==> config.mk <==
export PLATFORM = sky130hd
export DESIGN_NAME = decode_stage
export DESIGN_NICKNAME = d
export VERILOG_FILES = /design/src/rtl/decode_stage_pkg.sv /design/src/rtl/decode_stage_reg_file.sv /design/src/rtl/decode_stage.sv
export SDC_FILE = /design/constraint.sdc
export NUM_CORES = 2
export LEC_CHECK = 0
export ABC_CLOCK_PERIOD_IN_PS = 5700
export CELL_PAD_IN_SITES_DETAIL_PLACEMENT = 1
export CELL_PAD_IN_SITES_GLOBAL_PLACEMENT = 2
export CORE_UTILIZATION = 45
export CTS_BUF_LIST = sky130_fd_sc_hd__clkbuf_8
export CTS_CLUSTER_SIZE = 28
export DETAILED_ROUTE_END_ITERATION = 6
export PLACE_DENSITY = 0.86
export SLEW_MARGIN = 20
export SYNTH_ARGS = -nofsm -noshare
export SYNTH_HDL_FRONTEND = slang
export SYNTH_HIERARCHICAL = 1
export SYNTH_SLANG_ARGS = --single-unit
==> constraint.sdc <==
create_clock -name clock -period 5.7 [get_ports clock]
set_input_delay 1.14 -clock clock [delete_from_list [all_inputs] [get_ports clock]]
set_output_delay 1.14 -clock clock [all_outputs]
set_load 0.005 [all_outputs]
==> src/rtl/decode_stage_pkg.sv <==
// Shared decode constants for the decode/issue stage: MIPS opcodes, funct codes and the decode record.
package decode_stage_pkg;

  localparam int AW = 5;

  localparam logic [5:0] OP_RTYPE = 6'b000000;
  localparam logic [5:0] OP_J     = 6'b000010;
  localparam logic [5:0] OP_JAL   = 6'b000011;
  localparam logic [5:0] OP_BEQ   = 6'b000100;
  localparam logic [5:0] OP_BNE   = 6'b000101;
  localparam logic [5:0] OP_BGTZ  = 6'b000111;
  localparam logic [5:0] OP_ADDI  = 6'b001000;
  localparam logic [5:0] OP_ADDIU = 6'b001001;
  localparam logic [5:0] OP_SLTI  = 6'b001010;
  localparam logic [5:0] OP_SLTIU = 6'b001011;
  localparam logic [5:0] OP_ANDI  = 6'b001100;
  localparam logic [5:0] OP_ORI   = 6'b001101;
  localparam logic [5:0] OP_XORI  = 6'b001110;
  localparam logic [5:0] OP_LUI   = 6'b001111;
  localparam logic [5:0] OP_MUL   = 6'b011100;
  localparam logic [5:0] OP_LB    = 6'b100000;
  localparam logic [5:0] OP_LW    = 6'b100011;
  localparam logic [5:0] OP_LBU   = 6'b100100;
  localparam logic [5:0] OP_SB    = 6'b101000;
  localparam logic [5:0] OP_SW    = 6'b101011;

  localparam logic [5:0] FN_JR    = 6'b001000;
  localparam logic [5:0] FN_MULT  = 6'b011000;
  localparam logic [5:0] FN_MULTU = 6'b011001;
  localparam logic [5:0] FN_DIV   = 6'b011010;
  localparam logic [5:0] FN_DIVU  = 6'b011011;

  // dest == 0 means the instruction writes no register
  typedef struct packed {
    logic [AW-1:0] dest;
    logic          rd_rs;
    logic          rd_rt;
  } dec_t;

endpackage

==> src/rtl/decode_stage_reg_file.sv <==
// Register file, $0 hardwired to zero; two async read ports bypass a same-cycle writeback.
// Read latency 0, write lands on the next edge; no backpressure.
module decode_stage_reg_file
  import decode_stage_pkg::*;
#(
  parameter int NREG = 32,
  parameter int DW   = 32
) (
  input  logic          clock,
  input  logic          reset_n,
  input  logic [AW-1:0] rs_addr,
  input  logic [AW-1:0] rt_addr,
  output logic [DW-1:0] rs_data,
  output logic [DW-1:0] rt_data,
  input  logic          wb_en,
  input  logic [AW-1:0] wb_addr,
  input  logic [DW-1:0] wb_data
);

  logic [DW-1:0] regs [NREG];

  always_ff @(posedge clock) begin
    if (!reset_n) begin
      for (int i = 0; i < NREG; i++) regs[i] <= '0;
    end else if (wb_en && wb_addr != '0) begin
      regs[wb_addr] <= wb_data;
    end
  end

  always_comb begin
    rs_data = regs[rs_addr];
    if (rs_addr == '0) rs_data = '0;
    else if (wb_en && wb_addr == rs_addr) rs_data = wb_data;
  end

  always_comb begin
    rt_data = regs[rt_addr];
    if (rt_addr == '0) rt_data = '0;
    else if (wb_en && wb_addr == rt_addr) rt_data = wb_data;
  end

endmodule

==> src/rtl/decode_stage.sv <==
// Decode/issue stage: register read, immediate/ALUOp decode, RAW/WAW scoreboard against writeback.
// One-cycle latency through a single output register; stalls fetch on hazard, full output or flush.
module decode_stage
  import decode_stage_pkg::*;
#(
  parameter int NREG = 32,
  parameter int DW   = 32
) (
  input  logic          clock,
  input  logic          reset_n,
  input  logic          in_valid,
  output logic          in_ready,
  input  logic [DW-1:0] in_pc,
  input  logic [DW-1:0] in_insn,
  input  logic          flush,
  input  logic          wb_en,
  input  logic [AW-1:0] wb_addr,
  input  logic [DW-1:0] wb_data,
  output logic          out_valid,
  input  logic          out_ready,
  output logic [DW-1:0] pc,
  output logic [DW-1:0] insn,
  output logic [DW-1:0] rsData,
  output logic [DW-1:0] rtData,
  output logic [DW-1:0] imm,
  output logic [5:0]    ALUOp
);

  function automatic dec_t decode(input logic [5:0] op, input logic [5:0] funct,
                                  input logic [AW-1:0] rt, input logic [AW-1:0] rd);
    dec_t d;
    d = '{dest: '0, rd_rs: 1'b0, rd_rt: 1'b0};
    case (op)
      OP_RTYPE: begin
        d.rd_rs = 1'b1;
        d.rd_rt = (funct != FN_JR);
        if (!(funct inside {FN_JR, FN_MULT, FN_MULTU, FN_DIV, FN_DIVU})) d.dest = rd;
      end
      OP_MUL: begin
        d.rd_rs = 1'b1;
        d.rd_rt = 1'b1;
        d.dest  = rd;
      end
      OP_ADDI, OP_ADDIU, OP_SLTI, OP_SLTIU, OP_ANDI, OP_ORI, OP_XORI,
      OP_LW, OP_LB, OP_LBU: begin
        d.rd_rs = 1'b1;
        d.dest  = rt;
      end
      OP_LUI: d.dest = rt;
      OP_JAL: d.dest = AW'(31);
      OP_SW, OP_SB, OP_BEQ, OP_BNE: begin
        d.rd_rs = 1'b1;
        d.rd_rt = 1'b1;
      end
      OP_BGTZ: d.rd_rs = 1'b1;
      OP_J:    d.dest  = '0;
      default: d.dest  = '0;
    endcase
    return d;
  endfunction

  function automatic logic [AW-1:0] dest_of(input logic [DW-1:0] word);
    dec_t d;
    d = decode(word[31:26], word[5:0], word[20:16], word[15:11]);
    return d.dest;
  endfunction

  function automatic logic [DW-1:0] ext_imm(input logic [5:0] op, input logic [15:0] i16);
    case (op)
      OP_ANDI, OP_ORI, OP_XORI: return DW'({16'h0, i16});
      OP_LUI:                   return DW'({i16, 16'h0});
      default:                  return {{(DW-16){i16[15]}}, i16};
    endcase
  endfunction

  dec_t            in_dec;
  logic [AW-1:0]   in_rs, in_rt, held_dest;
  logic [DW-1:0]   rd_rs_data, rd_rt_data;
  logic [NREG-1:0] busy, busy_nxt, pend;
  logic            hazard, accept, leave;

  assign in_rs     = in_insn[25:21];
  assign in_rt     = in_insn[20:16];
  assign in_dec    = decode(in_insn[31:26], in_insn[5:0], in_rt, in_insn[15:11]);
  assign held_dest = dest_of(insn);

  // Held insn counts as pending until it leaves; its busy bit is set only on departure.
  always_comb begin
    pend = '0;
    for (int r = 1; r < NREG; r++)
      pend[r] = (busy[r] && !(wb_en && wb_addr == AW'(r))) ||
                (out_valid && held_dest == AW'(r));
  end

  assign hazard   = in_valid && ((in_dec.rd_rs && pend[in_rs]) ||
                                 (in_dec.rd_rt && pend[in_rt]) ||
                                 pend[in_dec.dest]);
  assign in_ready = (!out_valid || out_ready) && !hazard && !flush;
  assign accept   = in_valid && in_ready;
  assign leave    = out_valid && out_ready && !flush;

  always_comb begin
    busy_nxt = busy;
    for (int r = 1; r < NREG; r++) begin
      if (wb_en && wb_addr == AW'(r)) busy_nxt[r] = 1'b0;
      if (leave && held_dest == AW'(r)) busy_nxt[r] = 1'b1;
    end
    busy_nxt[0] = 1'b0;
  end

  decode_stage_reg_file #(.NREG(NREG), .DW(DW)) u_reg_file (
    .clock   (clock),
    .reset_n (reset_n),
    .rs_addr (in_rs),
    .rt_addr (in_rt),
    .rs_data (rd_rs_data),
    .rt_data (rd_rt_data),
    .wb_en   (wb_en),
    .wb_addr (wb_addr),
    .wb_data (wb_data)
  );

  always_ff @(posedge clock) begin
    if (!reset_n) begin
      busy      <= '0;
      out_valid <= 1'b0;
      pc        <= '0;
      insn      <= '0;
      rsData    <= '0;
      rtData    <= '0;
      imm       <= '0;
      ALUOp     <= '0;
    end else begin
      busy <= busy_nxt;
      if (flush)          out_valid <= 1'b0;
      else if (accept)    out_valid <= 1'b1;
      else if (out_ready) out_valid <= 1'b0;
      if (accept) begin
        pc     <= in_pc;
        insn   <= in_insn;
        rsData <= rd_rs_data;
        rtData <= rd_rt_data;
        imm    <= ext_imm(in_insn[31:26], in_insn[15:0]);
        ALUOp  <= (in_insn[31:26] == OP_RTYPE || in_insn[31:26] == OP_MUL) ?
                  in_insn[5:0] : in_insn[31:26];
      end
    end
  end

endmodule
==> results.json <==
{
  "maxSlewHeadroom": 0.196,
  "rsz0062_at_grt": "false",
  "syn_to_final_growth_pct": 16.8,
  "rr_startpoint": "insn[29]$_SDFFE_PN0P_",
  "grt_pass1_wl_mm": 365,
  "clk_latency_ns": 0.99,
  "dieArea_sq_um": 146000,
  "drt-total-wl_mm": 260,
  "p_sw_mw": 6.06,
  "period_minus_slack_ns": 5.53,
  "fin_nets": 5438,
  "avgRoutedWirePerCell_um": 35.1,
  "synth_area_sq_um": 65100,
  "cp-start-kind": "input port",
  "die_h_um": 382,
  "ios": 275,
  "violations": "DRC",
  "path_class": "in2out",
  "overflow": 0,
  "dp.cells": 7000,
  "finClkSkew_ns": 0.0474,
  "end_kind": "output pin",
  "fin_util": 0.529,
  "p_leak_nw": 27.2,
  "fmax_mhz": 181,
  "io_buffers": 274,
  "power_frac_seq": 0.488,
  "dr.pass1.iters": 7,
  "maxCapViolCount": 0,
  "die_w_um": 382,
  "vdd_drop_max_uv": 291,
  "clockPowerShare": 0.365,
  "worstPathRequired_ns": 4.56,
  "tightest_slew_ns": 1.20,
  "rows": 139,
  "viasPerCell": 6.64,
  "reg2reg_to": "rsData[26]$_SDFFE_PN0P_",
  "r2r_cells": 15,
  "drtAntennaViolNets": 0,
  "remaining_drc_errors": 144,
  "ys_seq_area_frac": 0.533,
  "grt_use_total": 0.350,
  "clock_path_buffers": 3,
  "cts_made_buffers": 207,
  "place_congestion": 0.913,
  "dp_slack_ns": -0.238,
  "layout_common_cells": "edfxtp_1 (1024), and2_1 (1003), mux4_2 (412)",
  "crit_end": "in_ready",
  "antenna_found_initial": 28,
  "cp.arrival_ns": 4.39,
  "root_buffer": "clkbuf_8",
  "cts_tree": "yes",
  "synthDistinctLibCells": 89,
  "slew_violations": 0,
  "core_sq_um": 144000,
  "power_frac_comb": 0.148,
  "drtIter0Drc": 6862,
  "crit_fanout": 5,
  "power_per_cell_area_nw_per_um2": 282,
  "fin_crit_sh": 0.971,
  "initial_core_util": 0.453,
  "yosys_register_bits": 1222,
  "htree_levels": 4,
  "synth_ff_type": "edfxtp_1",
  "finalSetupViolCount": 0,
  "clock-sinks": 1222,
  "syn_area_per_cell_sq_um": 13.0,
  "final_cells": 7409,
  "synth_edf_count": 1024,
  "hold_class": "in2reg",
  "grt_pass1_vias": 50100,
  "fin_ws_ns": 0.167,
  "grt_start_max_net_pins": 117,
  "layout_commonest_cell": "edfxtp_1",
  "hold_ws_ns": 0.433,
  "synth_cells": 5002,
  "cp-startpoint": "in_insn[27]",
  "r2r_setup_slack_ns": 1.57,
  "synthArstFlopShare": 0,
  "ys_warn_count": 6,
  "vias": 49200,
  "status": "finished with violations",
  "p_sw_frac": 0.282,
  "cts.clk_slew.worst_paths_ns": 0.06,
  "dp_hpwl_mm": 164,
  "power.internal_mw": 15.4,
  "cts_hold_buf": 0,
  "drive_gt1_frac": 0.216,
  "hold_viol": 0
}
==> metrics by stage <==
step                instance area [sq um]  power [mW]  TNS [ns]
floorplan                           65200        12.2         0
CTS                                 75900        21.5         0
global placement                    71500        13.6    -0.308
global route                        76000        22.0         0
finish                              76000        21.5         0
detailed placement                  71500        13.7    -0.238
==> how the worst min path moves through the flow <==
stage                                       start                 endpoint  slack, ns  depth (start not counted)
after global placement         pc[8]$_SDFFE_PN0P_       pc[8]$_SDFFE_PN0P_       0.44                          2
after global routing                  in_insn[25]    insn[25]$_SDFFE_PN0P_       0.42                          3
after CTS                             in_insn[25]    insn[25]$_SDFFE_PN0P_       0.34                          3
after floorplan             ALUOp[4]$_SDFFE_PN0P_    ALUOp[4]$_SDFFE_PN0P_       0.45                          2
final                                 in_insn[25]    insn[25]$_SDFFE_PN0P_       0.43                          3
after detailed placement  rtData[19]$_SDFFE_PN0P_  rtData[19]$_SDFFE_PN0P_       0.45                          2
==> routing by layer <==
layer | vias up | part of all wire | GRT usage
met5 | - | 0.00035 | 0
met3 | 788 | 0.12 | 0.0917
met1 | 25400 | 0.36 | 0.445
met4 | 14 | 0.061 | 0.197
li1 | 19600 | - | -
met2 | 3404 | 0.46 | 0.544
==> cells by family (layout without fill, tap and decap cells) <==
logic type | Yosys count | count (layout) | synth area share
buf+inv | 532 | 997 | 0.0361
other cells | 1 | 39 | 0.0000576
xor+xnor | 12 | 12 | 0.00173
mux | 794 | 794 | 0.201
simple gates | 1690 | 1690 | 0.143
compound gates | 751 | 752 | 0.0842
flops | 1222 | 1222 | 0.533
==> synth_stat cells, types with 11 or more instances <==
cell type | number | area share
edfxtp_1 | 1024 | 0.47
and2_1 | 1006 | 0.097
mux4_2 | 412 | 0.14
nand2_1 | 392 | 0.023
clkbuf_1 | 372 | 0.021
mux2i_1 | 371 | 0.057
dfxtp_1 | 198 | 0.061
a22oi_1 | 139 | 0.016
a21oi_1 | 138 | 0.011
nor2_1 | 87 | 0.0050
buf_2 | 81 | 0.0062
nand3_1 | 81 | 0.0062
o21ai_0 | 75 | 0.0058
a22o_1 | 56 | 0.0075
o221ai_1 | 45 | 0.0061
o22ai_1 | 40 | 0.0038
nor2b_1 | 31 | 0.0030
a31oi_1 | 29 | 0.0028
a2111oi_0 | 28 | 0.0038
a211oi_1 | 27 | 0.0031
buf_6 | 23 | 0.0040
a21boi_0 | 22 | 0.0025
buf_4 | 22 | 0.0025
o211a_1 | 22 | 0.0034
inv_1 | 21 | 0.0012
a221o_1 | 19 | 0.0029
o2111ai_1 | 15 | 0.0020
o21a_1 | 14 | 0.0016
a311oi_1 | 13 | 0.0017
buf_1 | 13 | 0.00075
nand4_1 | 12 | 0.0012
mux2_2 | 11 | 0.0019
nand3b_1 | 11 | 0.0013
==> repair_timing <==
| action | in CTS | in global routing |
|---|---|---|
| pin swaps | 11 | 7 |
| buffers inserted | 19 | 3 |
| gates resized for setup | 51 | 17 |
| hold endpoints to repair | 0 | 0 |
| endpoints found under the setup margin | 1 | 1 |
| cloned | 2 | 0 |
==> power by group through the flow <==
stage / Sequential (mW) / Clock, mW / Combinational, mW
2_1_floorplan: 10.6 / 0 / 1.68
3_3_place_gp: 10.6 / 0 / 3.00
3_5_place_dp: 10.6 / 0 / 3.04
4_1_cts: 10.5 / 7.93 / 3.09
5_1_grt: 10.5 / 8.28 / 3.24
6_report: 10.5 / 7.82 / 3.17
==> flip-flops by register name, indices dropped and copies added, names as in the netlist <==
name / count
u_reg_file/regs: 1024
imm: 32
insn: 32
pc: 32
rsData: 32
rtData: 32
busy: 31
ALUOp: 6
out_valid: 1
==> critical path, stage by stage <==
cell	delay, ns
clkdlybuf4s50_1	0.46
buf_4	0.17
or3_1	0.39
or3_1	0.40
o211a_1	0.18
nand2_2	0.13
buf_4	0.15
buf_4	0.11
o211ai_1	0.09
o2111ai_1	0.23
nand4_1	0.17
a21oi_2	0.14
buf_4	0.13
nor3_2	0.04
nand2_1	0.08
a21boi_0	0.08
dlygate4sd2_1	0.29
==> cell type report <==
| cell class | instances | area (sq um) |
|---|---|---|
| well taps | 1903 | 2380 |
| fillers | 14300 | 67600 |
| clock buffers | 223 | 3070 |
| flip-flops and latches | 1222 | 34700 |
| repair buffers | 599 | 5660 |
| inverters | 21 | 80.1 |
| diodes | 7 | 17.5 |
| multi-input cells | 3280 | 29200 |
| clock inverters | 154 | 925 |
No activity file was read; power rests on OpenSTA's default activity.
